### src/rtl/video_pkg.sv
// Shared widths, capture FSM encoding and pixel helpers for the video capture path.
// Pure declarations; no logic, no latency.
package video_pkg;

  localparam int DATA_W = 24;
  localparam int COL_W  = 12;
  localparam int ROW_W  = 11;
  localparam int ADDR_W = 22;

  typedef enum logic [1:0] {
    IDLE    = 2'd0,
    ARMED   = 2'd1,
    CAPTURE = 2'd2,
    DONE    = 2'd3
  } state_t;

  // r+g+b of one {r,g,b} pixel; 10 bits holds 3*255.
  function automatic logic [9:0] pix_sum(input logic [DATA_W-1:0] rgb);
    return {2'b00, rgb[23:16]} + {2'b00, rgb[15:8]} + {2'b00, rgb[7:0]};
  endfunction

endpackage

### src/rtl/video_edge_det.sv
// Registers the vs/hs/de/rgb stream once, then derives vs-rise, de-rise and de-fall pulses
// from the registered copies against a second delay stage. 1 cycle latency, no backpressure.
module video_edge_det #(
  parameter int DATA_W = 24
) (
  input  logic              clk,
  input  logic              rst_b,
  input  logic              vs,
  input  logic              hs,
  input  logic              de,
  input  logic [DATA_W-1:0] rgb,
  output logic              hs_q,
  output logic              de_q,
  output logic [DATA_W-1:0] rgb_q,
  output logic              vs_rise,
  output logic              de_rise,
  output logic              de_fall
);

  logic vs_q;
  logic vs_d;
  logic de_d;

  always_ff @(posedge clk or negedge rst_b) begin
    if (!rst_b) begin
      vs_q  <= 1'b0;
      hs_q  <= 1'b0;
      de_q  <= 1'b0;
      rgb_q <= '0;
      vs_d  <= 1'b0;
      de_d  <= 1'b0;
    end else begin
      vs_q  <= vs;
      hs_q  <= hs;
      de_q  <= de;
      rgb_q <= rgb;
      vs_d  <= vs_q;
      de_d  <= de_q;
    end
  end

  assign vs_rise = vs_q & ~vs_d;
  assign de_rise = de_q & ~de_d;
  assign de_fall = ~de_q & de_d;

endmodule

### src/rtl/video_rx_capture.sv
// Captures one full vs/hs/de frame on request into linear frame-memory writes (wr_en 2 clk after de),
// measures and checks geometry; no backpressure. Optional checksum: VIDEO_RX_CAPTURE_SUM_EN.
module video_rx_capture
  import video_pkg::*;
(
  input  logic              clk,
  input  logic              rst_b,
  input  logic              vs_in,
  input  logic              hs_in,
  input  logic              de_in,
  input  logic [DATA_W-1:0] rgb_data_in,
  input  logic [COL_W-1:0]  col_size,
  input  logic [ROW_W-1:0]  row_size,
  input  logic              capture_req,
  output logic              busy,
  output logic              wr_en,
  output logic [ADDR_W-1:0] wr_addr,
  output logic [DATA_W-1:0] wr_data,
  output logic              frame_done,
  output logic [COL_W-1:0]  meas_col,
  output logic [ROW_W-1:0]  meas_row,
  output logic              err_col,
  output logic              err_row,
  output logic [31:0]       frame_sum
);

  logic              hs_q;
  logic              de_q;
  logic [DATA_W-1:0] rgb_q;
  logic              vs_rise;
  logic              de_rise;
  logic              de_fall;

  video_edge_det #(.DATA_W(DATA_W)) u_edge_det (
    .clk     (clk),
    .rst_b   (rst_b),
    .vs      (vs_in),
    .hs      (hs_in),
    .de      (de_in),
    .rgb     (rgb_data_in),
    .hs_q    (hs_q),
    .de_q    (de_q),
    .rgb_q   (rgb_q),
    .vs_rise (vs_rise),
    .de_rise (de_rise),
    .de_fall (de_fall)
  );

  // hs travels with the pipeline so it stays aligned, but nothing here counts on it.
  logic unused_hs;
  assign unused_hs = hs_q;

  state_t            state;
  logic [ADDR_W-1:0] addr_cnt;
  logic [ADDR_W-1:0] frame_limit;
  logic [COL_W-1:0]  col_cnt;
  logic [COL_W-1:0]  col_next;
  logic [ROW_W-1:0]  row_cnt;
  logic [ROW_W-1:0]  row_next;
  logic [ROW_W-1:0]  row_final;
  logic              in_line;
  logic              cap_start;
  logic              wr_fire;
  logic              line_close;

  assign frame_limit = ADDR_W'(col_size) * ADDR_W'(row_size);
  assign cap_start   = (state == ARMED) && vs_rise;
  assign wr_fire     = (state == CAPTURE) && de_q && (addr_cnt < frame_limit);
  // A line closes on de fall, or is cut short by the frame-ending vs while de is still high.
  assign line_close  = (de_fall && in_line) || (vs_rise && de_q);
  assign row_next    = (row_cnt == '1) ? row_cnt : row_cnt + 1'b1;
  assign row_final   = line_close ? row_next : row_cnt;

  always_comb begin
    col_next = col_cnt;
    if (de_rise) begin
      col_next = COL_W'(1);
    end else if (de_q && (col_cnt != '1)) begin
      col_next = col_cnt + 1'b1;
    end
  end

  always_ff @(posedge clk or negedge rst_b) begin
    if (!rst_b) begin
      state      <= IDLE;
      busy       <= 1'b0;
      wr_en      <= 1'b0;
      wr_addr    <= '0;
      wr_data    <= '0;
      frame_done <= 1'b0;
      meas_col   <= '0;
      meas_row   <= '0;
      err_col    <= 1'b0;
      err_row    <= 1'b0;
      addr_cnt   <= '0;
      col_cnt    <= '0;
      row_cnt    <= '0;
      in_line    <= 1'b0;
    end else begin
      wr_en      <= 1'b0;
      frame_done <= 1'b0;
      case (state)
        IDLE: begin
          if (capture_req) begin
            state <= ARMED;
            busy  <= 1'b1;
          end
        end
        ARMED: begin
          if (cap_start) begin
            state    <= CAPTURE;
            addr_cnt <= '0;
            col_cnt  <= '0;
            row_cnt  <= '0;
            in_line  <= 1'b0;
            meas_col <= '0;
            meas_row <= '0;
            err_col  <= 1'b0;
            err_row  <= 1'b0;
          end
        end
        CAPTURE: begin
          col_cnt <= col_next;
          if (de_rise) begin
            in_line <= 1'b1;
          end
          if (wr_fire) begin
            wr_en    <= 1'b1;
            wr_addr  <= addr_cnt;
            wr_data  <= rgb_q;
            addr_cnt <= addr_cnt + 1'b1;
          end else if (de_q) begin
            err_row <= 1'b1;
          end
          if (line_close) begin
            in_line <= 1'b0;
            row_cnt <= row_next;
            if (row_cnt == '0) begin
              meas_col <= col_next;
            end
            if (col_next != col_size) begin
              err_col <= 1'b1;
            end
          end
          if (vs_rise) begin
            state      <= DONE;
            frame_done <= 1'b1;
            meas_row   <= row_final;
            if (row_final != row_size) begin
              err_row <= 1'b1;
            end
            if (de_q) begin
              err_col <= 1'b1;
            end
          end
        end
        DONE: begin
          state <= IDLE;
          busy  <= 1'b0;
        end
        default: begin
          state <= IDLE;
          busy  <= 1'b0;
        end
      endcase
    end
  end

`ifdef VIDEO_RX_CAPTURE_SUM_EN
  always_ff @(posedge clk or negedge rst_b) begin
    if (!rst_b) begin
      frame_sum <= '0;
    end else if (cap_start) begin
      frame_sum <= '0;
    end else if (wr_fire) begin
      frame_sum <= frame_sum + 32'(pix_sum(rgb_q));
    end
  end
`else
  assign frame_sum = '0;
`endif

endmodule

### config.mk
export PLATFORM = sky130hd
export DESIGN_NAME = video_rx_capture
export DESIGN_NICKNAME = d
export VERILOG_FILES = /design/src/rtl/video_pkg.sv /design/src/rtl/video_edge_det.sv /design/src/rtl/video_rx_capture.sv
export SDC_FILE = /design/constraint.sdc
export NUM_CORES = 1
export LEC_CHECK = 0
export ABC_AREA = 1
export CAP_MARGIN = 20
export CELL_PAD_IN_SITES_DETAIL_PLACEMENT = 1
export CELL_PAD_IN_SITES_GLOBAL_PLACEMENT = 2
export CORE_MARGIN = 2
export CORE_UTILIZATION = 34
export CTS_BUF_LIST = sky130_fd_sc_hd__clkbuf_4 sky130_fd_sc_hd__clkbuf_8
export CTS_CLUSTER_DIAMETER = 30
export DETAILED_ROUTE_END_ITERATION = 8
export PLACE_DENSITY_LB_ADDON = 0.25
export REMOVE_ABC_BUFFERS = 1
export SLEW_MARGIN = 10
export SYNTH_ARGS = -nofsm -noshare
export SYNTH_HDL_FRONTEND = slang
export SYNTH_SLANG_ARGS = --single-unit
export TNS_END_PERCENT = 100
### constraint.sdc
create_clock -name clk -period 2.4 [get_ports clk]
set_input_delay 0.6 -clock clk [delete_from_list [all_inputs] [get_ports clk]]
set_output_delay 0.6 -clock clk [all_outputs]
set_load 0.1 [all_outputs]
==> results of run 1 <==
## per-layer routing
layer | vias to the layer above | share of wire
met4 | 0 | 0.013
met1 | 5547 | 0.45
li1 | 5369 | -
met2 | 118 | 0.51
met3 | 39 | 0.029
met5 | - | 0
## where the power goes
group          total [mW]  leakage, nW  internal (mW)  switching, mW
registers            3.46         1.96           3.06          0.405
logic                16.8         6.56           6.60           10.2
clock network        1.89        0.179          0.878           1.01
## cells by family after synthesis
| family | count (synthesis) | synth area share |
|---|---|---|
| compound gates | 160 | 0.0691 |
| fa+ha+maj | 175 | 0.230 |
| xor+xnor | 28 | 0.0198 |
| flops | 150 | 0.303 |
| other cells | 1 | 0.000303 |
| buf+inv | 380 | 0.129 |
| simple gates | 696 | 0.249 |
## state kept, by name, summed over array words and instances (netlist names)
signal	flops
state	2
u_edge_det.rgb_q	24
u_edge_det.de_q	1
meas_col	12
u_edge_det.vs_q	1
row_cnt	11
wr_data	24
meas_row	11
in_line	1
wr_addr	22
wr_en	1
frame_done	1
err_row	1
addr_cnt	22
busy	1
u_edge_det.de_d	1
col_cnt	12
err_col	1
u_edge_det.vs_d	1
## cell type report
type | instances | area [sq um]
well taps | 461 | 577
clock inverters | 11 | 100
flip-flops and latches | 150 | 3750
fillers | 4331 | 19200
clock buffers | 21 | 270
multi-input cells | 1091 | 7930
inverters | 294 | 1110
diodes | 1 | 2.50
repair buffers | 304 | 2830
## critical path: cells and delay by family
kind	cells	cell delay [ns]
XOR/XNOR	1	0.13
AO/OA/AOI/OAI	6	1.03
AND/OR/NAND/NOR	10	1.08
adder cells (fa/ha/maj)	7	2.86
buffers and inverters	9	0.81
## how the worst max path moves through the flow
stage          depth (start not counted)  slack (ns)          from                  endpoint
3_5_place_dp                          28       -4.92  row_size[10]   addr_cnt[8]$_DFFE_PN0P_
5_1_grt                               34       -3.92   col_size[3]   wr_data[22]$_DFFE_PN0P_
2_1_floorplan                         27       -4.36   col_size[3]   wr_addr[13]$_DFFE_PN0P_
3_3_place_gp                          30       -4.81  row_size[10]   addr_cnt[8]$_DFFE_PN0P_
6_report                              33       -3.70   col_size[3]   addr_cnt[5]$_DFFE_PN0P_
4_1_cts                               32       -3.59   col_size[5]  addr_cnt[19]$_DFFE_PN0P_
## synthesized netlist by cell type, types with 4 or more instances
library cell,instances,area share
nor2_1,53,0.016
nand4_1,27,0.014
buf_2,14,0.0057
o21ai_0,81,0.033
nor2_2,8,0.0040
nand2_1,474,0.14
nand3_2,11,0.0089
ha_1,87,0.088
xor2_1,16,0.011
nand3_1,72,0.029
buf_6,4,0.0036
clkbuf_1,33,0.010
nor3_2,4,0.0032
o21ai_1,12,0.0048
inv_2,8,0.0024
inv_1,282,0.085
nor3_1,15,0.0061
a21oi_1,52,0.021
nand3b_1,5,0.0030
xnor2_1,12,0.0085
dfrtp_1,150,0.30
buf_4,33,0.020
nand2_2,10,0.0050
fa_1,88,0.14
## what timing repair did
| action | in CTS | in global routing |
|---|---|---|
| buffers inserted | 25 | 12 |
| gates cloned | 5 | 5 |
| resized for setup | 210 | 120 |
| hold buffers | 1 | 0 |
| endpoints found under the hold margin | 26 | 0 |
| setup endpoints to repair | 70 | 70 |
| pin swaps | 58 | 89 |
==> results.py, run 1 <==
metrics = {
    "global_routing": {
        "met3_usage": 0.0330,
        "use_met2": 0.364,
        "grt_max_degree": 44,
        "grt_pass1_vias": 11900,
        "grt_first_pass_wirelength_mm": 62.7,
        "grtUsageTotal": 0.209,
        "busiest_layer": "met2",
        "grt-ovfl-total": 0,
        "gr-usage-met1": 0.271,
        "antenna_found_initial": 1,
    },
    "drt": {
        "vias_per_cell": 4.75,
        "antenna_left": 0,
        "vias": 11100,
        "dr.pass1.iters": 6,
        "wl_per_cell_microns": 16.7,
        "drc_errors": 0,
        "drt_iter0_drc": 432,
        "drt-total-wl_mm": 38.9,
    },
    "die": {
        "die_x_microns": 195,
        "core_sq_mm": 0.0357,
        "start_util": 0.347,
        "ios": 159,
        "die_area_sq_mm": 0.0380,
        "rows": 69,
        "fp.dieH_microns": 195,
    },
    "clocking": {
        "h-tree-depth": 4,
        "worstSkewPairLatency_ns": 0.49,
        "clk_pin_slew_ns": 0.08,
        "cts_root_buf": "clkbuf_8",
        "cts_sinks": 150,
        "cts_buffer_depth": 2,
        "tritoncts": "built",
        "cts_made_buffers": 17,
    },
    "timing": {
        "finalHoldViolCount": 0,
        "layout_setup_ws_ns": -3.70,
        "finalCritPeriodShare": 2.54,
        "fin_setup_tns_ns": -253.05,
        "finalSetupViolCount": 70,
        "timing.hold.ws_ns": 0.445,
        "rsz0062_at_grt": "true",
        "slew_violations": 0,
        "skew_ns": 0.0143,
        "fmax_mhz": 164,
        "worst_pin_slew_ns": 0.588,
        "slew_headroom": 0.608,
        "period_needed_ns": 6.10,
    },
    "power": {
        "ir_worst_vdd_mv": 0.848,
        "p_leak_nw": 8.71,
        "p_total_mw": 22.2,
        "p_per_area_mw_per_mm2": 1340,
    },
    "final_layout": {
        "utilization": 0.464,
        "layout_commonest_cell": "nand2_1",
        "area_delta_synth_final_pct": 33.8,
        "stdcell_area_sq_mm": 0.0166,
        "final_layout_size_suffix_gt1_frac": 0.265,
        "final_cell_mix": "nand2_1, inv_1, buf_4",
        "fin_nets": 2086,
        "fin_cells": 2333,
    },
    "placed_design": {
        "place.gp.congestion": 0.794,
        "numPlacedInstances": 2253,
        "port_buffers": 125,
        "place_area_sq_mm": 0.0148,
        "hpwl_mm": 29.2,
        "place_ws_ns": -4.92,
    },
    "synth": {
        "synth_seq_cells": 150,
        "synth.distinct_cells": 46,
        "ys_warn_count": 0,
        "ys_seq_area_frac": 0.303,
        "synth-edff-count": 0,
        "synthCells": 1590,
        "syn_avg_cell_area_sq_um": 7.79,
        "syn_area_sq_mm": 0.0124,
        "async_reset_ff_frac": 1.00,
        "synth_ff_type": "dfrtp_1",
    },
    "worst_setup_path": {
        "crit_required_ns": 2.83,
        "cp-start-kind": "input port",
        "critPathMaxFanout": 8,
        "critPathMaxStageDelay_ns": 0.52,
        "arrival_ns": 6.53,
        "ff2ff_setup_slack_ns": 0,
        "crit_path_top_delay_cell": "fa_1",
        "r2r_start": "addr_cnt[5]$_DFFE_PN0P_",
        "worstRegToRegCells": 14,
        "cp-end-kind": "flip-flop",
        "crit_type": "in -> reg",
        "timing.rr.end": "addr_cnt[5]$_DFFE_PN0P_",
        "worst_path_most_repeated_cell": "fa_1",
    },
    "min_path": {
        "hold_class": "reg -> reg",
        "hold-path-endpoint": "wr_data[15]$_DFFE_PN0P_",
        "holdPathStages": 2,
        "worstHoldStart": "u_edge_det.rgb_q[15]$_DFF_PN0_",
    },
    "outcome": {
        "status": "finished with violations",
        "violations": "negative setup slack",
    },
    "flow_run": {
        "cap_violations": 0,
    },
}
No activity file was read; power rests on OpenSTA's default activity.
==> inputs of run 2 (changes only) <==
- CELL_PAD_IN_SITES_GLOBAL_PLACEMENT: 2 -> 1
- CORE_UTILIZATION: 34 -> 42
==> results.py, run 2 (same netlist as run 1, synthesis figures left out) <==
metrics = {
    "timing": {
        "finalHoldViolCount": 0,
        "slew_violations": 0,
        "slew_headroom": 0.566,
        "worst_pin_slew_ns": 0.652,
        "finalSetupViolCount": 70,
        "period_needed_ns": 6.31,
        "fmax_mhz": 158,
        "skew_ns": 0.0187,
        "timing.hold.ws_ns": 0.0839,
        "rsz0062_at_grt": "true",
        "layout_setup_ws_ns": -3.91,
        "finalCritPeriodShare": 2.63,
    },
    "worst_setup_path": {
        "critPathMaxStageDelay_ns": 0.57,
        "worstRegToRegCells": 14,
        "timing.rr.end": "err_row$_DFFE_PN0P_",
        "cp-start-kind": "input port",
        "arrival_ns": 6.69,
        "cp-end-kind": "flip-flop",
        "r2r_start": "u_edge_det.de_q$_DFF_PN0_",
        "critPathMaxFanout": 20,
        "crit_path_top_delay_cell": "fa_1",
        "crit_type": "in -> reg",
        "ff2ff_setup_slack_ns": -0.17,
        "crit_required_ns": 2.78,
    },
    "clocking": {
        "cts_made_buffers": 17,
        "worstSkewPairLatency_ns": 0.49,
        "hold_buffers": 0,
        "clk_pin_slew_ns": 0.11,
        "cts_sinks": 150,
        "cts_buffer_depth": 2,
        "cts_root_buf": "clkbuf_8",
        "h-tree-depth": 4,
        "tritoncts": "built",
    },
    "drt": {
        "antenna_left": 0,
        "vias": 12100,
        "vias_per_cell": 5.38,
        "drc_errors": 0,
        "drt_iter0_drc": 825,
        "drt-total-wl_mm": 49.2,
        "wl_per_cell_microns": 21.9,
        "dr.pass1.iters": 4,
    },
    "power": {
        "p_per_area_mw_per_mm2": 1490,
        "p_total_mw": 24.8,
        "ir_worst_vdd_mv": 1.31,
        "p_leak_nw": 8.69,
    },
    "final_layout": {
        "area_delta_synth_final_pct": 33.9,
        "layout_commonest_cell": "nand2_1",
        "final-seq-area_sq_mm": 0.00375,
        "final_cell_mix": "nand2_1, inv_1, buf_4",
        "fin_nets": 2081,
        "reg.largest.list": "u_edge_det.rgb_q x24, wr_data x24",
        "utilization": 0.575,
        "n_antenna_cell": 0,
        "multi_input_area_sq_mm": 0.00803,
        "final_layout_size_suffix_gt1_frac": 0.284,
        "n_fill_cell": 3473,
    },
    "die": {
        "start_util": 0.429,
        "core_sq_mm": 0.0289,
        "rows": 62,
        "ios": 159,
        "die_x_microns": 176,
        "fp.dieH_microns": 176,
        "die_area_sq_mm": 0.0309,
    },
    "global_routing": {
        "grt_pass1_vias": 12800,
        "antenna_found_initial": 0,
        "grt_first_pass_wirelength_mm": 67.9,
        "grt-ovfl-total": 0,
        "grtUsageTotal": 0.280,
        "grt_max_degree": 58,
    },
    "outcome": {
        "violations": "negative setup slack",
        "status": "finished with violations",
    },
    "min_path": {
        "hold_class": "in -> async",
    },
    "placed_design": {
        "hpwl_mm": 28.7,
        "place.gp.congestion": 0.855,
        "port_buffers": 125,
    },
    "flow_run": {
        "cap_violations": 0,
    },
}
==> run 2: cell types whose count changed in the layout (fill, tap and decap cells not counted), sizes merged <==
cell	change
clkbuf	-10
clkinvlp	-5
inv	+5
clkinv	+3
bufbuf	+2
buf	+1
bufinv	+1
clkdlybuf4s15	-1
diode	-1
dlygate4sd3	-1
==> run 2: layer usage <==
layer	GRT usage	vias to the layer above	wire length, microns
met2	0.511	482	25000
li1	-	5359	-
met3	0.0383	220	2360
met1	0.336	6048	18400
met4	0.0975	2	3420
met5	0	-	39
==> run 2: through the flow <==
step	std cells	instance area [sq um]	TNS [ns]	setup slack, ns
finish	2250	16600	-268.16	-3.91
global route	2250	16600	-276.90	-4.03
CTS	2232	16000	-243.23	-3.55
detailed placement	2171	14600	-337.46	-4.96
global placement	2171	14600	-323.64	-4.73
floorplan	1535	12000	-286.83	-4.36
==> run 2: final cells by class <==
cell class / instances / share of cell area
clock buffer: 17 / 0.0141
multi-input combinational: 1091 / 0.484
timing repair buffer: 299 / 0.168
inverter: 294 / 0.0670
sequential: 150 / 0.226
tap: 384 / 0.0290
clock inverter: 15 / 0.0124
==> run 2: worst max path at each step <==
stage,depth (start not counted),start,end
2_1_floorplan,27,col_size[3],wr_addr[13]$_DFFE_PN0P_
3_3_place_gp,26,col_size[6],addr_cnt[19]$_DFFE_PN0P_
3_5_place_dp,28,col_size[6],addr_cnt[8]$_DFFE_PN0P_
4_1_cts,32,col_size[5],addr_cnt[14]$_DFFE_PN0P_
5_1_grt,35,row_size[4],addr_cnt[19]$_DFFE_PN0P_
6_report,30,col_size[5],wr_data[5]$_DFFE_PN0P_
==> run 2: repair_timing <==
action                     4_1_cts  5_1_grt
pin swaps                       83       83
cloned                           7        0
setup buffers                   23       19
setup endpoints to repair       70       71
gates resized for setup        259      129
==> run 2: power by group <==
group / internal, mW / total, mW / switching [mW]
logic: 7.11 / 19.0 / 11.9
clock network: 0.993 / 2.26 / 1.27
registers: 3.06 / 3.51 / 0.458
total: 11.2 / 24.8 / 13.6
==> run 2: critical path: cells and delay by family <==
family | cells | cell delay [ns]
AOI/OAI and AO/OA | 3 | 0.56
adders and majority gates | 7 | 3.24
and+or+nand+nor | 9 | 1.03
xor gates and xnor gates | 1 | 0.13
buffers and inverters | 10 | 1.10
